File: src/rtl/tinker_prog_loader_if.sv
// Instruction word stream in, 64-bit memory write port out.
// master = program source side, slave = loader side.
interface tinker_prog_loader_if;
   logic        in_valid;
   logic        in_ready;
   logic [31:0] in_data;
   logic        in_last;
   logic        mem_we;
   logic [63:0] mem_addr;
   logic [63:0] mem_wdata;

   modport master (
      output in_valid,
      output in_data,
      output in_last,
      input  in_ready,
      input  mem_we,
      input  mem_addr,
      input  mem_wdata
   );

   modport slave (
      input  in_valid,
      input  in_data,
      input  in_last,
      output in_ready,
      output mem_we,
      output mem_addr,
      output mem_wdata
   );
endinterface

File: src/rtl/tinker_prog_loader.sv
// Packs 32-bit words in pairs into 64-bit writes from BASE_ADDR; holds core.
// Optional running checksum check: define LOADER_CHECKSUM_EN.
module tinker_prog_loader #(
   parameter logic [63:0] BASE_ADDR  = 64'h2000,
   parameter logic [63:0] LIMIT_ADDR = 64'd524288,
   parameter int          CNT_W      = 16
) (
   input  logic             clk,
   input  logic             reset,
   input  logic             start,
`ifdef LOADER_CHECKSUM_EN
   input  logic [31:0]      expected_sum,
`endif
   tinker_prog_loader_if.slave bus,
   output logic             core_hold,
   output logic             done,
   output logic             error,
   output logic [CNT_W-1:0] word_count,
   output logic [31:0]      checksum
);

   typedef enum logic [2:0] {
      S_IDLE,
      S_FILL_LO,
      S_FILL_HI,
      S_WRITE,
      S_DONE,
      S_ERROR
   } state_t;

   state_t           state_q, state_d;
   logic [63:0]      addr_q, addr_d;
   logic [31:0]      lo_q, lo_d;
   logic [31:0]      hi_q, hi_d;
   logic             last_q, last_d;
   logic [CNT_W-1:0] cnt_q, cnt_d;
   logic [CNT_W-1:0] cnt_inc;
   logic [64:0]      end_addr;
   logic             over;
   logic             sum_bad;
   logic             xfer;
   logic             mem_we;

`ifdef LOADER_CHECKSUM_EN
   logic [31:0] sum_q, sum_d;
   assign checksum = sum_q;
   assign sum_bad  = (sum_q != expected_sum);
`else
   assign checksum = '0;
   assign sum_bad  = 1'b0;
`endif

   assign bus.in_ready  = (state_q == S_FILL_LO) ||
                          (state_q == S_FILL_HI);
   assign bus.mem_we    = mem_we;
   assign bus.mem_addr  = addr_q;
   assign bus.mem_wdata = {hi_q, lo_q};
   assign core_hold     = (state_q != S_DONE);
   assign done          = (state_q == S_DONE);
   assign error         = (state_q == S_ERROR);
   assign word_count    = cnt_q;

   assign xfer     = bus.in_valid && bus.in_ready;
   assign cnt_inc  = (cnt_q == '1) ? cnt_q
                   : cnt_q + {{(CNT_W-1){1'b0}}, 1'b1};
   // 65-bit sum so a write near the top of the space cannot wrap
   assign end_addr = {1'b0, addr_q} + 65'd8;
   assign over     = end_addr > {1'b0, LIMIT_ADDR};

   always_comb begin
      state_d = state_q;
      addr_d  = addr_q;
      lo_d    = lo_q;
      hi_d    = hi_q;
      last_d  = last_q;
      cnt_d   = cnt_q;
`ifdef LOADER_CHECKSUM_EN
      sum_d   = sum_q;
      if (xfer) sum_d = sum_q + bus.in_data;
`endif
      mem_we  = 1'b0;
      unique case (state_q)
         S_IDLE, S_DONE, S_ERROR: begin
            if (start) begin
               state_d = S_FILL_LO;
               addr_d  = BASE_ADDR;
               cnt_d   = '0;
               last_d  = 1'b0;
`ifdef LOADER_CHECKSUM_EN
               sum_d   = '0;
`endif
            end
         end
         S_FILL_LO: begin
            if (xfer) begin
               lo_d  = bus.in_data;
               cnt_d = cnt_inc;
               if (bus.in_last) begin
                  hi_d    = '0;
                  last_d  = 1'b1;
                  state_d = S_WRITE;
               end else begin
                  state_d = S_FILL_HI;
               end
            end
         end
         S_FILL_HI: begin
            if (xfer) begin
               hi_d    = bus.in_data;
               cnt_d   = cnt_inc;
               last_d  = bus.in_last;
               state_d = S_WRITE;
            end
         end
         S_WRITE: begin
            if (over) begin
               state_d = S_ERROR;
            end else begin
               mem_we = 1'b1;
               addr_d = addr_q + 64'd8;
               if (!last_q)     state_d = S_FILL_LO;
               else if (sum_bad) state_d = S_ERROR;
               else              state_d = S_DONE;
            end
         end
         default: state_d = S_IDLE;
      endcase
   end

   always_ff @(posedge clk or negedge reset) begin
      if (!reset) begin
         state_q <= S_IDLE;
         addr_q  <= BASE_ADDR;
         lo_q    <= '0;
         hi_q    <= '0;
         last_q  <= 1'b0;
         cnt_q   <= '0;
`ifdef LOADER_CHECKSUM_EN
         sum_q   <= '0;
`endif
      end else begin
         state_q <= state_d;
         addr_q  <= addr_d;
         lo_q    <= lo_d;
         hi_q    <= hi_d;
         last_q  <= last_d;
         cnt_q   <= cnt_d;
`ifdef LOADER_CHECKSUM_EN
         sum_q   <= sum_d;
`endif
      end
   end

endmodule

File: src/flat_wrapper.sv
// flat-port wrapper written by rule: the top's interface ports become plain ports
module tinker_prog_loader_flat 
#(
   parameter logic [63:0] BASE_ADDR  = 64'h2000,
   parameter logic [63:0] LIMIT_ADDR = 64'd524288,
   parameter int          CNT_W      = 16
)
  (clk, reset, start, core_hold, done, error, word_count, checksum, bus_in_valid, bus_in_data, bus_in_last, bus_in_ready, bus_mem_we, bus_mem_addr, bus_mem_wdata);
  tinker_prog_loader_if bus_i ();
  input  logic clk;
  input  logic reset;
  input  logic start;
  output logic core_hold;
  output logic done;
  output logic error;
  output logic [CNT_W-1:0] word_count;
  output logic [31:0] checksum;
  input wire logic [$bits(bus_i.in_valid)-1:0] bus_in_valid;
  input wire logic [$bits(bus_i.in_data)-1:0] bus_in_data;
  input wire logic [$bits(bus_i.in_last)-1:0] bus_in_last;
  output wire logic [$bits(bus_i.in_ready)-1:0] bus_in_ready;
  output wire logic [$bits(bus_i.mem_we)-1:0] bus_mem_we;
  output wire logic [$bits(bus_i.mem_addr)-1:0] bus_mem_addr;
  output wire logic [$bits(bus_i.mem_wdata)-1:0] bus_mem_wdata;
  assign bus_i.in_valid = bus_in_valid;
  assign bus_i.in_data = bus_in_data;
  assign bus_i.in_last = bus_in_last;
  assign bus_in_ready = bus_i.in_ready;
  assign bus_mem_we = bus_i.mem_we;
  assign bus_mem_addr = bus_i.mem_addr;
  assign bus_mem_wdata = bus_i.mem_wdata;
  tinker_prog_loader #(.BASE_ADDR(BASE_ADDR), .LIMIT_ADDR(LIMIT_ADDR), .CNT_W(CNT_W)) u_core (.clk(clk), .reset(reset), .start(start), .bus(bus_i), .core_hold(core_hold), .done(done), .error(error), .word_count(word_count), .checksum(checksum));
endmodule
File: config.mk
export PLATFORM = sky130hd
export DESIGN_NAME = tinker_prog_loader_flat
export DESIGN_NICKNAME = d
export VERILOG_FILES = /design/src/rtl/tinker_prog_loader_if.sv /design/src/rtl/tinker_prog_loader.sv /design/src/flat_wrapper.sv
export SDC_FILE = /design/constraint.sdc
export NUM_CORES = 1
export LEC_CHECK = 0
export BUFFER_PORTS_ARGS = -buffer_cell sky130_fd_sc_hd__buf_2
export CAP_MARGIN = 15
export CORE_MARGIN = 1.5
export CORE_UTILIZATION = 35
export DETAILED_ROUTE_END_ITERATION = 7
export PLACE_DENSITY = 0.62
export REMOVE_ABC_BUFFERS = 1
export SLEW_MARGIN = 20
export SYNTH_ARGS = -nofsm -noshare
export SYNTH_HDL_FRONTEND = slang
export SYNTH_SLANG_ARGS = --single-unit
File: constraint.sdc
create_clock -name clk -period 7.5 [get_ports clk]
set_input_delay 0.75 -clock clk [delete_from_list [all_inputs] [get_ports clk]]
set_output_delay 0.75 -clock clk [all_outputs]
set_load 0.02 [all_outputs]
== After elaboration in Yosys (flattened, before gate mapping) ==
Cells that the tools add are included.
Storage, ports and cells
  bits of input ports: 37
  bits in registers: 148
  word-level logic and storage cells: 64
Cells by class
  order comparisons: 1
  $add $sub $neg: 3
  muxes and demuxes: 25
  reductions and logical operators: 15
  equal/unequal tests: 14
Operators by type and width (count)
  two-way mux 64 bit: 2
  one-hot mux 64 bit (2 select lines): 1
  two-way mux 32 bit: 3
  adder 64 x 4 -> 65 bit, second input constant: 1
  greater-than comparator 65 x 20 -> 1 bit, second input constant: 1
  adder 64 x 4 -> 64 bit, second input constant: 1
  one-hot mux 32 bit (2 select lines): 1
  two-way mux 16 bit: 3
  one-hot mux 16 bit (2 select lines): 1
  adder 16 x 1 -> 16 bit, second input constant: 1
  equality test 16 bit, second input constant: 1
  two-way mux 3 bit: 5
  one-hot mux 3 bit (4 select lines): 1
  inequality test 2 bit, second input constant: 4
  AND reduction 4 bit: 2
  two-way mux 1 bit: 7
  equality test 3 x 2 -> 1 bit, second input constant: 2
  equality test 3 bit, second input constant: 2
  inequality test 2 x 1 -> 1 bit, second input constant: 3
  AND reduction 3 bit: 2
  nonzero test 2 bit: 3
  AND reduction 5 bit: 1
  equality test 3 x 1 -> 1 bit, second input constant: 1
  zero test 3 bit: 1
  8 further kinds: 8

== Logic depth before layout (Yosys ltp) ==
  word-level depth: 5
  depth in mapped cells: 14

== Worst setup path before layout ==
Ideal clock, no wire load.
  kind: register to output
  start: reg u_core.addr_q[13] (netlist: u_core.bus.mem_addr[13])
  end: out bus_mem_we
  path buffers: 3
  cell stages (with the launch flop): 12
  required time: 6.750 ns
  slack: 3.364 ns
  arrival: 3.386 ns
  cell sequence: dfstp_2 buf_2 nand4_1 or3_1 nor4_1 nand4_1 xnor2_1 a2111o_1 nor4_1 buf_2 buf_2 and3_1
On the way
  word-level cells in the longest chain between the ends: 4
Ends and longest elaborated chain
  from (decl): line tinker_prog_loader.sv:32  | logic [63:0] addr_q, addr_d;
  from (signal assigned): line tinker_prog_loader.sv:143  | addr_q <= addr_d;
  adder 64 x 4 -> 65 bit: line tinker_prog_loader.sv:67  | assign end_addr = {1'b0, addr_q} + 65'd8;
  greater-than comparator 65 x 20 -> 1 bit: line tinker_prog_loader.sv:68  | assign over = end_addr > {1'b0, LIMIT_ADDR};
  two-way mux 1 bit: line tinker_prog_loader.sv:116  | if (over) begin
  two-way mux 1 bit: line tinker_prog_loader.sv:82  | unique case (state_q)
  to (decl): line flat_wrapper.sv:22  | output wire logic [$bits(bus_i.mem_we)-1:0] bus_mem_we;
No other way between the ends.

== Worst setup path after layout ==
Ends and elaborated chain as after synthesis.

==> impl_results.md <==
* Top FF cell, synth: dfrtp_1
* Rows at 55
* Sink Count at 145
* Syn_area_per_cell at 9.233 sq um
* # H-tree levels at 4
* DRT iter0 DRCs at 530
* Buffers on Ports at 182
* Worst hold path type: input pin to async pin
* Placer Congestion at 0.9374
* Final setup TNS at 0 ns
* CP Data Required Time at 6.75 ns
* DR vias/cell at 5.496
* Total track usage at 19.44%
* Worst setup EP type: output port
* DRC at 0
* Clock root cell: clkbuf_16
* Drt wl/cell at 17.41 microns
* Die height at 154.7 microns
* PwrDens at 307.6 nW/um^2
* Initial antenna violation count at 2
* Count of cell types in the netlist at 66
* Minimum clock period after layout at 5.214 ns
* CP Class: flip-flop to output port
* Yosys Warn Count at 0
* #FFs+latches synth at 145
* Max-slew violations at 0
* Worst-margin pin slew at 0.9034 ns
* TritonRoute pass-1 iters at 5
* First-pass GRT wire length at 37,410 microns
* Run status: complete, no violations
* R2R depth at 11
* Number of setup violations in the final report at 0
* Peak supply drop at 0.1973 mV
* Clock transition at path regs at 0.07 ns
* Mapped Area at 8051 sq um
* CP startpoint kind: flip-flop
* Dpl hpwl at 16,530 microns
* CTS tree: yes
* Register area share after synthesis at 45.08%
* Layout cell share with drive strength beyond 1 at 25.89%
* Mapped Cells at 872
* Overflow after GRT at 0
* Max Cap Viol at 0
* Slew headroom at 39.22%
* Asr flop ratio synth at 100.0%
* Fmax at 191.8 MHz
* CTS-repair resized insts at 0
* Via Count at 7,255
* Latest clock arrival within the worst-skew pair at 0.43 ns
* Vias in the first global route at 6,847
* Hold Vio Cnt, Final at 0
* Core ar. at 22,570 sq um
* Starting Density at 35.67%
* Die X at 154.7 microns
* Critical path arrival at 4.46 ns
* Clock skew at 0.01105 ns
* Final period util at 69.52%
* Post-synth EDFFs at 0
* Setup Buffers After CTS at 0
* Largest net degree at the start of global routing at 78
* Longest Clk Path Bufs at 2
* Worst-path maximum fanout at 10
* Area after DPL at 9016 sq um
* Final core utilization at 42.58%
* # IOs at 218
* Detail Route Antenna Nets at 0
* ANT cells at 0
* Area Overhead vs Synth at 19.36%
* Leakage power at 0.004397 uW
* Design area at 9610 sq um
* Die area at 23,920 sq um
* Drt total wl at 22,980 microns
* Hold-fix buffer count after cts at 0
* RSZ-0062 raised after global routing: false
* Nets@finish at 1,061
* CTS Buf Count at 17
cells in the final DEF (no fill, tap or decap), drive strengths merged, types with 17 or more instances in the layout:
cell	count
and4	18
buf	189
clkbuf	18
conb	35
dfrtp	144
inv	39
mux2	34
nand2	106
nand3	34
nand4	34
nor2	50
nor3	32
nor3b	41
nor4	20
o21ai	50
o31ai	17
routing by layer:
layer  vias up  track usage, %  routed length, microns
li1       3405               -                       -
met1      3480           26.42                   10190
met2       329           29.99                   10390
met3        39           5.716                    1983
met4         2           5.769                     402
met5         -               0                      12
worst paths after layout:
| check | from | endpoint | slack, ns |
|---|---|---|---|
| max in group asynchronous | reset | u_core.bus.mem_addr[42] | 6.08 |
| min reg2reg | u_core.hi_q[25] | u_core.hi_q[25] | 0.47 |
| max | u_core.bus.mem_addr[13] | bus_mem_we | 2.29 |
| min in group clk | u_core.hi_q[25] | u_core.hi_q[25] | 0.47 |
| max reg2reg | u_core.bus.mem_addr[13] | u_core.bus.mem_addr[4] | 2.42 |
| min | reset | u_core.lo_q[27] | 0.30 |
final cells by class:
class                           instances  area, sq um
Timing Repair Buffer                  189        973.4
Clock buffer                           18        439.2
Tap cell                              285        356.6
Clock inverter                         14        143.9
Inverter                               30        112.6
Sequential cell                       145         3630
Fill cell                            2244        12960
Multi-Input combinational cell        639         3955
state kept, by name, indices dropped and copies added (netlist names):
register	cells
u_core.bus.mem_addr	61
u_core.hi_q	32
u_core.last_q	1
u_core.lo_q	32
u_core.state_q	3
u_core.word_count	16
power by group:
part	switching [uW]	total (uW)	leakage, uW	internal, uW
Clock	373	851	0.000287	478
Sequential	124	1080	0.00193	955
Combinational	686	1030	0.00217	340
Total	1180	2960	0.00440	1770
metrics by stage:
step,cells,total power [uW],hold WS (ns),setup WS [ns]
after floorplan,814,1743,0.4544,1.810
after global placement,1288,2106,0.4561,2.689
after detailed placement,1288,2121,0.4647,2.539
after CTS,1320,2988,0.3349,2.362
after global routing,1320,3135,0.3533,2.112
final,1320,2956,0.3018,2.286
synth_stat cells (4+ instances only):
| cell type | count | share of area (%) |
|---|---|---|
| a21oi_1 | 10 | 0.62 |
| a31oi_1 | 7 | 0.54 |
| a32oi_1 | 5 | 0.54 |
| a41oi_1 | 9 | 0.98 |
| and2_1 | 13 | 1.0 |
| and3_1 | 15 | 1.2 |
| and4_1 | 18 | 2.0 |
| buf_2 | 18 | 1.1 |
| buf_4 | 37 | 3.4 |
| clkbuf_1 | 35 | 1.6 |
| dfrtp_1 | 144 | 45 |
| inv_1 | 30 | 1.4 |
| mux2_2 | 33 | 4.6 |
| mux2i_1 | 6 | 0.75 |
| nand2_1 | 106 | 4.9 |
| nand2b_1 | 4 | 0.31 |
| nand3_1 | 34 | 2.1 |
| nand4_1 | 32 | 2.5 |
| nor2_1 | 50 | 2.3 |
| nor2b_1 | 4 | 0.31 |
| nor3_1 | 32 | 2.0 |
| nor3b_1 | 41 | 3.8 |
| nor4_1 | 19 | 1.5 |
| o21ai_0 | 50 | 3.1 |
| o31ai_1 | 17 | 1.6 |
| o32ai_1 | 6 | 0.65 |
| or3_1 | 11 | 0.85 |
| or4_1 | 6 | 0.56 |
| xnor2_1 | 9 | 0.98 |
| xor2_1 | 15 | 1.6 |
kinds of logic (layout without fill, tap and decap cells):
logic type               count (synthesis)  after routing  share of synthesized area, %
flip-flops                             145            145                         45.08
multiplexers                            40             40                         5.501
other                                    1             35                       0.04658
AND/OR/NAND/NOR                        402            402                         27.32
AO/OA/AOI/OAI                          136            136                         11.42
adder cells (fa/ha/maj)                  2              2                        0.3108
buffers and inverters                  122            251                         7.708
XOR/XNOR                                24             24                         2.611
worst max-delay path, cell delays in order, from the launching register on:
cell     delay, ns
dfstp_2       0.63
nand4_1       0.22
or3_1         0.46
nor4_1        0.78
nand3_1       0.18
xor2_1        0.23
nand4_1       0.39
nor2_1        0.72
and3_1        0.27
buf_2         0.17
No activity file was read; power rests on OpenSTA's default activity.
